`src/rtl/regfile_bram_multi.sv`:
```
// -----------------------------------------------------------------------------
// regfile_bram_multi
//
// Block-RAM register file for the risc8 core with NUM_RD registered read
// ports and one byte / aligned-pair write port. Registers are stored as
// NUM_REGS/2 pair-words split into a low lane (even register) and a high lane
// (odd register). Each read port has its own RAM copy, and every write goes
// to all copies. A clear sequencer zeroes every pair-word after reset or on
// clear_req, so the RAMs need no initialisation file.
//
// Ports:
//   clk        clock
//   reset      synchronous, active-low
//   clear_req  pulse while ready=1 starts a clear sweep
//   ready      1 = reads/writes valid, 0 = clearing (writes dropped)
//   dbg_state  current sequencer state (ST_CLEAR / ST_READY)
//   rd_addr    per-port register address, port p at [p*ADDR_W +: ADDR_W]
//   rd_word    per-port pair-read enable
//   rd_data    per-port result, port p at [p*2*DATA_W +: 2*DATA_W]
//   wr_en      write strobe
//   wr_word    1 = write register pair, 0 = single register
//   wr_addr    write address (bit 0 ignored for pair writes)
//   wr_data    write data (byte writes use the low DATA_W bits)
//
// Interface timing: ready is a level, not a handshake. Whenever ready=1, a
// read address presented before an edge yields rd_data after that edge, held
// for one cycle. A write with wr_en=1 commits at the edge. While ready=0 the
// writes are discarded and rd_data is zero.
// -----------------------------------------------------------------------------
module regfile_bram_multi #(
  parameter int DATA_W   = 8,
  parameter int NUM_REGS = 32,
  parameter int NUM_RD   = 2,
  localparam int ADDR_W  = $clog2(NUM_REGS)
) (
  input  logic                         clk,
  input  logic                         reset,
  input  logic                         clear_req,
  output logic                         ready,
  output logic [0:0]                   dbg_state,
  input  logic [NUM_RD*ADDR_W-1:0]     rd_addr,
  input  logic [NUM_RD-1:0]            rd_word,
  output logic [NUM_RD*2*DATA_W-1:0]   rd_data,
  input  logic                         wr_en,
  input  logic                         wr_word,
  input  logic [ADDR_W-1:0]            wr_addr,
  input  logic [2*DATA_W-1:0]          wr_data
);

  localparam int NUM_WORDS = NUM_REGS / 2;
  localparam int WA_W      = ADDR_W - 1;

  localparam logic [0:0] ST_CLEAR = 1'b0;
  localparam logic [0:0] ST_READY = 1'b1;

  logic [0:0]      r_state;
  logic [WA_W-1:0] r_clr_idx;
  logic [DATA_W-1:0] r_wd_lo;
  logic [DATA_W-1:0] r_wd_hi;

  logic              w_in_ready;
  logic              w_wr_commit;
  logic [WA_W-1:0]   w_wa;
  logic              w_we_lo;
  logic              w_we_hi;
  logic [DATA_W-1:0] w_wd_lo;
  logic [DATA_W-1:0] w_wd_hi;
  logic              w_clr_we;
  logic [WA_W-1:0]   w_ram_addr;
  logic              w_ram_we_lo;
  logic              w_ram_we_hi;
  logic [DATA_W-1:0] w_ram_d_lo;
  logic [DATA_W-1:0] w_ram_d_hi;

  assign w_in_ready  = (r_state == ST_READY);
  assign ready       = w_in_ready;
  assign dbg_state   = r_state;

  // User write lane enables. A byte write to an odd register lands in the
  // high lane but still takes its data from wr_data[DATA_W-1:0].
  assign w_wr_commit = w_in_ready & wr_en;
  assign w_wa        = wr_addr[ADDR_W-1:1];
  assign w_we_lo     = w_wr_commit & (wr_word | ~wr_addr[0]);
  assign w_we_hi     = w_wr_commit & (wr_word |  wr_addr[0]);
  assign w_wd_lo     = wr_data[DATA_W-1:0];
  assign w_wd_hi     = wr_word ? wr_data[2*DATA_W-1:DATA_W] : wr_data[DATA_W-1:0];

  // The sweep owns the RAM write port while clearing. It is held off during
  // reset so the sweep starts cleanly at index 0 on release.
  assign w_clr_we    = ~w_in_ready & reset;
  assign w_ram_addr  = w_clr_we ? r_clr_idx : w_wa;
  assign w_ram_we_lo = w_clr_we | w_we_lo;
  assign w_ram_we_hi = w_clr_we | w_we_hi;
  assign w_ram_d_lo  = w_clr_we ? '0 : w_wd_lo;
  assign w_ram_d_hi  = w_clr_we ? '0 : w_wd_hi;

  // Clear sequencer
  always_ff @(posedge clk) begin
    if (!reset) begin
      r_state   <= ST_CLEAR;
      r_clr_idx <= '0;
    end else begin
      case (r_state)
        ST_CLEAR: begin
          if (r_clr_idx == WA_W'(NUM_WORDS - 1)) begin
            r_state   <= ST_READY;
            r_clr_idx <= '0;
          end else begin
            r_clr_idx <= r_clr_idx + 1'b1;
          end
        end
        default: begin
          if (clear_req) begin
            r_state   <= ST_CLEAR;
            r_clr_idx <= '0;
          end
        end
      endcase
    end
  end

  // Registered copy of the lane write data used for forwarding. It is shared
  // by all ports.
  always_ff @(posedge clk) begin
    if (!reset) begin
      r_wd_lo <= '0;
      r_wd_hi <= '0;
    end else begin
      r_wd_lo <= w_wd_lo;
      r_wd_hi <= w_wd_hi;
    end
  end

  for (genvar p = 0; p < NUM_RD; p++) begin : g_port
    logic [DATA_W-1:0] mem_lo [NUM_WORDS];
    logic [DATA_W-1:0] mem_hi [NUM_WORDS];

    logic [DATA_W-1:0]   r_ram_lo;
    logic [DATA_W-1:0]   r_ram_hi;
    logic                r_valid;
    logic                r_word;
    logic                r_odd;
    logic                r_fwd_lo;
    logic                r_fwd_hi;

    logic [WA_W-1:0]     w_ra;
    logic                w_ra_odd;
    logic [DATA_W-1:0]   w_lo;
    logic [DATA_W-1:0]   w_hi;
    logic [2*DATA_W-1:0] w_out;

    assign w_ra     = rd_addr[p*ADDR_W+1 +: WA_W];
    assign w_ra_odd = rd_addr[p*ADDR_W];

    // Simple dual-port RAM. The read returns the pre-write contents, and a
    // same-edge collision is handled by the forwarding selects below.
    always_ff @(posedge clk) begin
      if (w_ram_we_lo) mem_lo[w_ram_addr] <= w_ram_d_lo;
      if (w_ram_we_hi) mem_hi[w_ram_addr] <= w_ram_d_hi;
      r_ram_lo <= mem_lo[w_ra];
      r_ram_hi <= mem_hi[w_ra];
    end

    always_ff @(posedge clk) begin
      if (!reset) begin
        r_valid  <= 1'b0;
        r_word   <= 1'b0;
        r_odd    <= 1'b0;
        r_fwd_lo <= 1'b0;
        r_fwd_hi <= 1'b0;
      end else begin
        r_valid  <= w_in_ready;
        r_word   <= rd_word[p];
        r_odd    <= w_ra_odd;
        r_fwd_lo <= w_we_lo & (w_ra == w_wa);
        r_fwd_hi <= w_we_hi & (w_ra == w_wa);
      end
    end

    assign w_lo = r_fwd_lo ? r_wd_lo : r_ram_lo;
    assign w_hi = r_fwd_hi ? r_wd_hi : r_ram_hi;

    // An odd address always returns the high lane alone. A pair read is only
    // honoured at an even address.
    always_comb begin
      w_out = '0;
      if (r_valid) begin
        if (r_odd)       w_out = {{DATA_W{1'b0}}, w_hi};
        else if (r_word) w_out = {w_hi, w_lo};
        else             w_out = {{DATA_W{1'b0}}, w_lo};
      end
    end

    assign rd_data[p*2*DATA_W +: 2*DATA_W] = w_out;
  end

endmodule

```
`config.mk`:
```
export PLATFORM = sky130hd
export DESIGN_NAME = regfile_bram_multi
export DESIGN_NICKNAME = d
export VERILOG_FILES = /design/src/rtl/regfile_bram_multi.sv
export SDC_FILE = /design/constraint.sdc
export NUM_CORES = 1
export LEC_CHECK = 0
export CAP_MARGIN = 20
export CORE_MARGIN = 2
export CORE_UTILIZATION = 55
export CTS_CLUSTER_SIZE = 25
export DETAILED_ROUTE_END_ITERATION = 10
export HOLD_SLACK_MARGIN = 0.1
export MAX_ROUTING_LAYER = met4
export PLACE_DENSITY = 0.7
export SLEW_MARGIN = 20
export SYNTH_ARGS = -nofsm -noshare
export SYNTH_HDL_FRONTEND = slang
export SYNTH_SLANG_ARGS = --single-unit
```
`constraint.sdc`:
```
create_clock -name clk -period 3.8 [get_ports clk]
set_input_delay 0.38 -clock clk [delete_from_list [all_inputs] [get_ports clk]]
set_output_delay 0.38 -clock clk [all_outputs]
set_load 0.01 [all_outputs]
```
==> results.md <==
- Fmax: 356 MHz
- Cell family with most CP delay: simple AND/OR/NAND/NOR gates
- Synth Register Bits: 318
- Top_reg_cell synth: edfxtp_1
- Worst Hold Class: primary input to flip-flop
- Register clock-pin slew on the reported worst setup and hold paths: 0.06 ns
- Final setup violation count: 0
- Final setup TNS: 0 ns
- Synth area leaders: edfxtp_1 (54%), mux4_2 (20%), dfxtp_1 (8.7%)
- Core footprint: 25800 um2
- CP required: around 4.0 ns
- Worst slew pin tran: 1.12 ns
- Final period utilization: 0.738
- Multi-input logic area: slightly above 5000 um2
- H-tree Lvls: 1
- Num CTS Buffers: 31
- DRC Markers: 0
- Max-Slew Margin vs Limit: 0.248
- Post-CTS Setup Repair Bufs: 0
- Critical path class: primary input to flip-flop
- CTS tree: done
- Port bufs: slightly above 70
- Syn. warnings: 0
- Yosys top cell area share: 0.536
- Ys async rst share: 0
- Antenna-violating nets left: 0
- Syn_nets: 878
- RSZ-0062 raised after global routing: no
- Clk buf depth: 3
- Layout cell share with drive strength beyond 1: 0.265
- Vias/cell: 6.80
- Starting DRT DRC Count: about 1200
- Die height: 165 um
- Post-synth EDFFs: 256
- Clock Skew: 0.00863 ns
- Area Overhead vs Synth: 15.4%
- Syn_area_per_cell: 17.1 um2
- Crit path time final: 2.81 ns
- Die footprint: 27400 um2
- Critical Path Start Type: primary input
- Overflow after GRT: 0
- Count leader, synth: edfxtp_1
- Sequential area share after synthesis: 0.623
- Status: complete, no violations
- Post-detailed-placement half-perimeter wirelength: 26800 um
- Slowest stage delay, CP: 1.00 ns
- Clock root buffer master: clkbuf_16
- DR pass1 iterations: 6
- Fin nets: 956
- Crit path arrival time: 2.98 ns
- Hold_buf cts: 0
- Fillcell total: 1794
- GRT Resource Usage Total: 0.301
- Max Slew Vio Count: 0
- Initial Utilization: 0.555
- Largest area contributor in the netlist: edfxtp_1
- Final Util: 0.640
- Peak VDD IR: 0.000377 V
- Register area: 8930 um2
- Synth top cells by count: edfxtp_1 (256), mux4_2 (128), a22oi_1 (64)
- Max cap viols: 0
- GPL Wtd Cong: about 0.91
- Leakage power: 5.65 nW
- Syn Inst Count: roughly 840
- Cell Pwr Density: 472 nW/um2
- Post-CTS resize count: 0
- Hold WS: between 0.4 and 0.5 ns
- Critical path peak fanout: 16
- CTS Sinks: roughly 320
- DR WL/cell: 30.7 um
- Final hold vios: 0
- Cell Rows: 59
- Post-synth cell types: 36
- Largest net degree at the start of global routing: 45
- DRT Wirelength: 39200 um
- IO Count: between 70 and 80
- Initial antenna violation count: 1
- Mapped cell area: between 10000 and 15000 um2
- Critical path, cell by cell: clkdlybuf4s50_1 -> nand2b_1 -> a31oi_1 -> nor3_1
- Worst-Skew Late Latency: roughly 0.55 ns
- Chip width: 165 um
- CP bufs+invs: 1
- Worst setup EP type: flip-flop
- Slowest-stage cell, CP: nor3_1
- Vias in the first global route: just under 9000
- First-pass GRT wire length: 56800 um
- Routed vias: 8681
==> cell families (layout without fill, tap and decap cells) <==
family,count (synthesis),in the layout,share of synthesized area
flops,318,318,0.623
compound gates,101,101,0.0555
buf+inv,72,174,0.0257
other cells,0,1,0
mux,168,168,0.230
simple gates,171,171,0.0598
fa+ha+maj,1,1,0.000873
xor+xnor,8,8,0.00489
==> sequential cells by signal (all words and copies together), names as in the netlist <==
name	count
g_port.mem_lo	128
g_port.mem_hi	128
g_port.r_ram_hi	16
g_port.r_ram_lo	16
r_wd_hi	8
r_wd_lo	8
r_clr_idx	4
g_port.r_fwd_hi	2
g_port.r_fwd_lo	2
g_port.r_odd	2
g_port.r_word	2
dbg_state	1
g_port.r_valid	1
==> path summary, 6_finish.rpt <==
check             cells past startpoint  slack [ns]                endpoint          from
setup / recovery                      4        0.99  g_port[1].mem_hi[9][6]         reset
hold / removal                        2        0.41        g_port[0].r_word    rd_word[0]
setup reg to reg                      3        1.20  g_port[1].mem_hi[9][6]     dbg_state
hold reg to reg                       1        0.64            r_clr_idx[2]  r_clr_idx[2]
==> per-stage QoR <==
| step | worst slack, ns | cells | total power [W] | cell area, um2 |
|---|---|---|---|---|
| 2_1_floorplan | 1.64 | 839 | 0.00439 | 14300 |
| 3_3_place_gp | 0.628 | 1219 | 0.00465 | 15400 |
| 3_5_place_dp | 0.344 | 1219 | 0.00467 | 15400 |
| 4_1_cts | 0.914 | 1276 | 0.00783 | 16500 |
| 5_1_grt | 0.779 | 1277 | 0.00802 | 16500 |
| 6_report | 0.995 | 1277 | 0.00781 | 16500 |
==> worst reg2reg max path, stage by stage (launching register included) <==
cell	delay [ns]
dfxtp_1	0.32
nand2b_1	0.42
a31oi_1	0.48
nor3_1	1.00
==> per-layer routing <==
| layer | track usage | share of wire |
|---|---|---|
| met5 | - | 0 |
| met4 | 0.0831 | 0.031 |
| met3 | 0.0719 | 0.12 |
| met2 | 0.467 | 0.47 |
| met1 | 0.405 | 0.38 |
==> power by group <==
part / switching (W) / internal [W]
sequential: 0.0000548 / 0.00386
combinational: 0.000408 / 0.000283
clock: 0.00128 / 0.00191
total: 0.00175 / 0.00606
==> layout make-up <==
cell class              instances  area share
diodes                          1    0.000151
clock buffers                  37      0.0507
clock inverters                20      0.0141
inverters                       6     0.00136
multi-input cells             449       0.308
flip-flops and latches        318       0.540
well taps                     335      0.0253
repair buffers                111      0.0609
==> placed cells by master, fill, tap and decap left out, drive strengths merged, types with 11 or more instances in the layout <==
| cell type | instances |
|---|---|
| mux2i | 24 |
| mux2 | 16 |
| clkdlybuf4s50 | 67 |
| a31oi | 13 |
| nor2 | 32 |
| inv | 11 |
| and2 | 24 |
| o211a | 17 |
| buf | 44 |
| dfxtp | 62 |
| mux4 | 128 |
| nor3 | 32 |
| nor2b | 17 |
| edfxtp | 256 |
| clkbuf | 37 |
| a22oi | 64 |
| nand2 | 49 |
(Power assumes the default switching activity.)
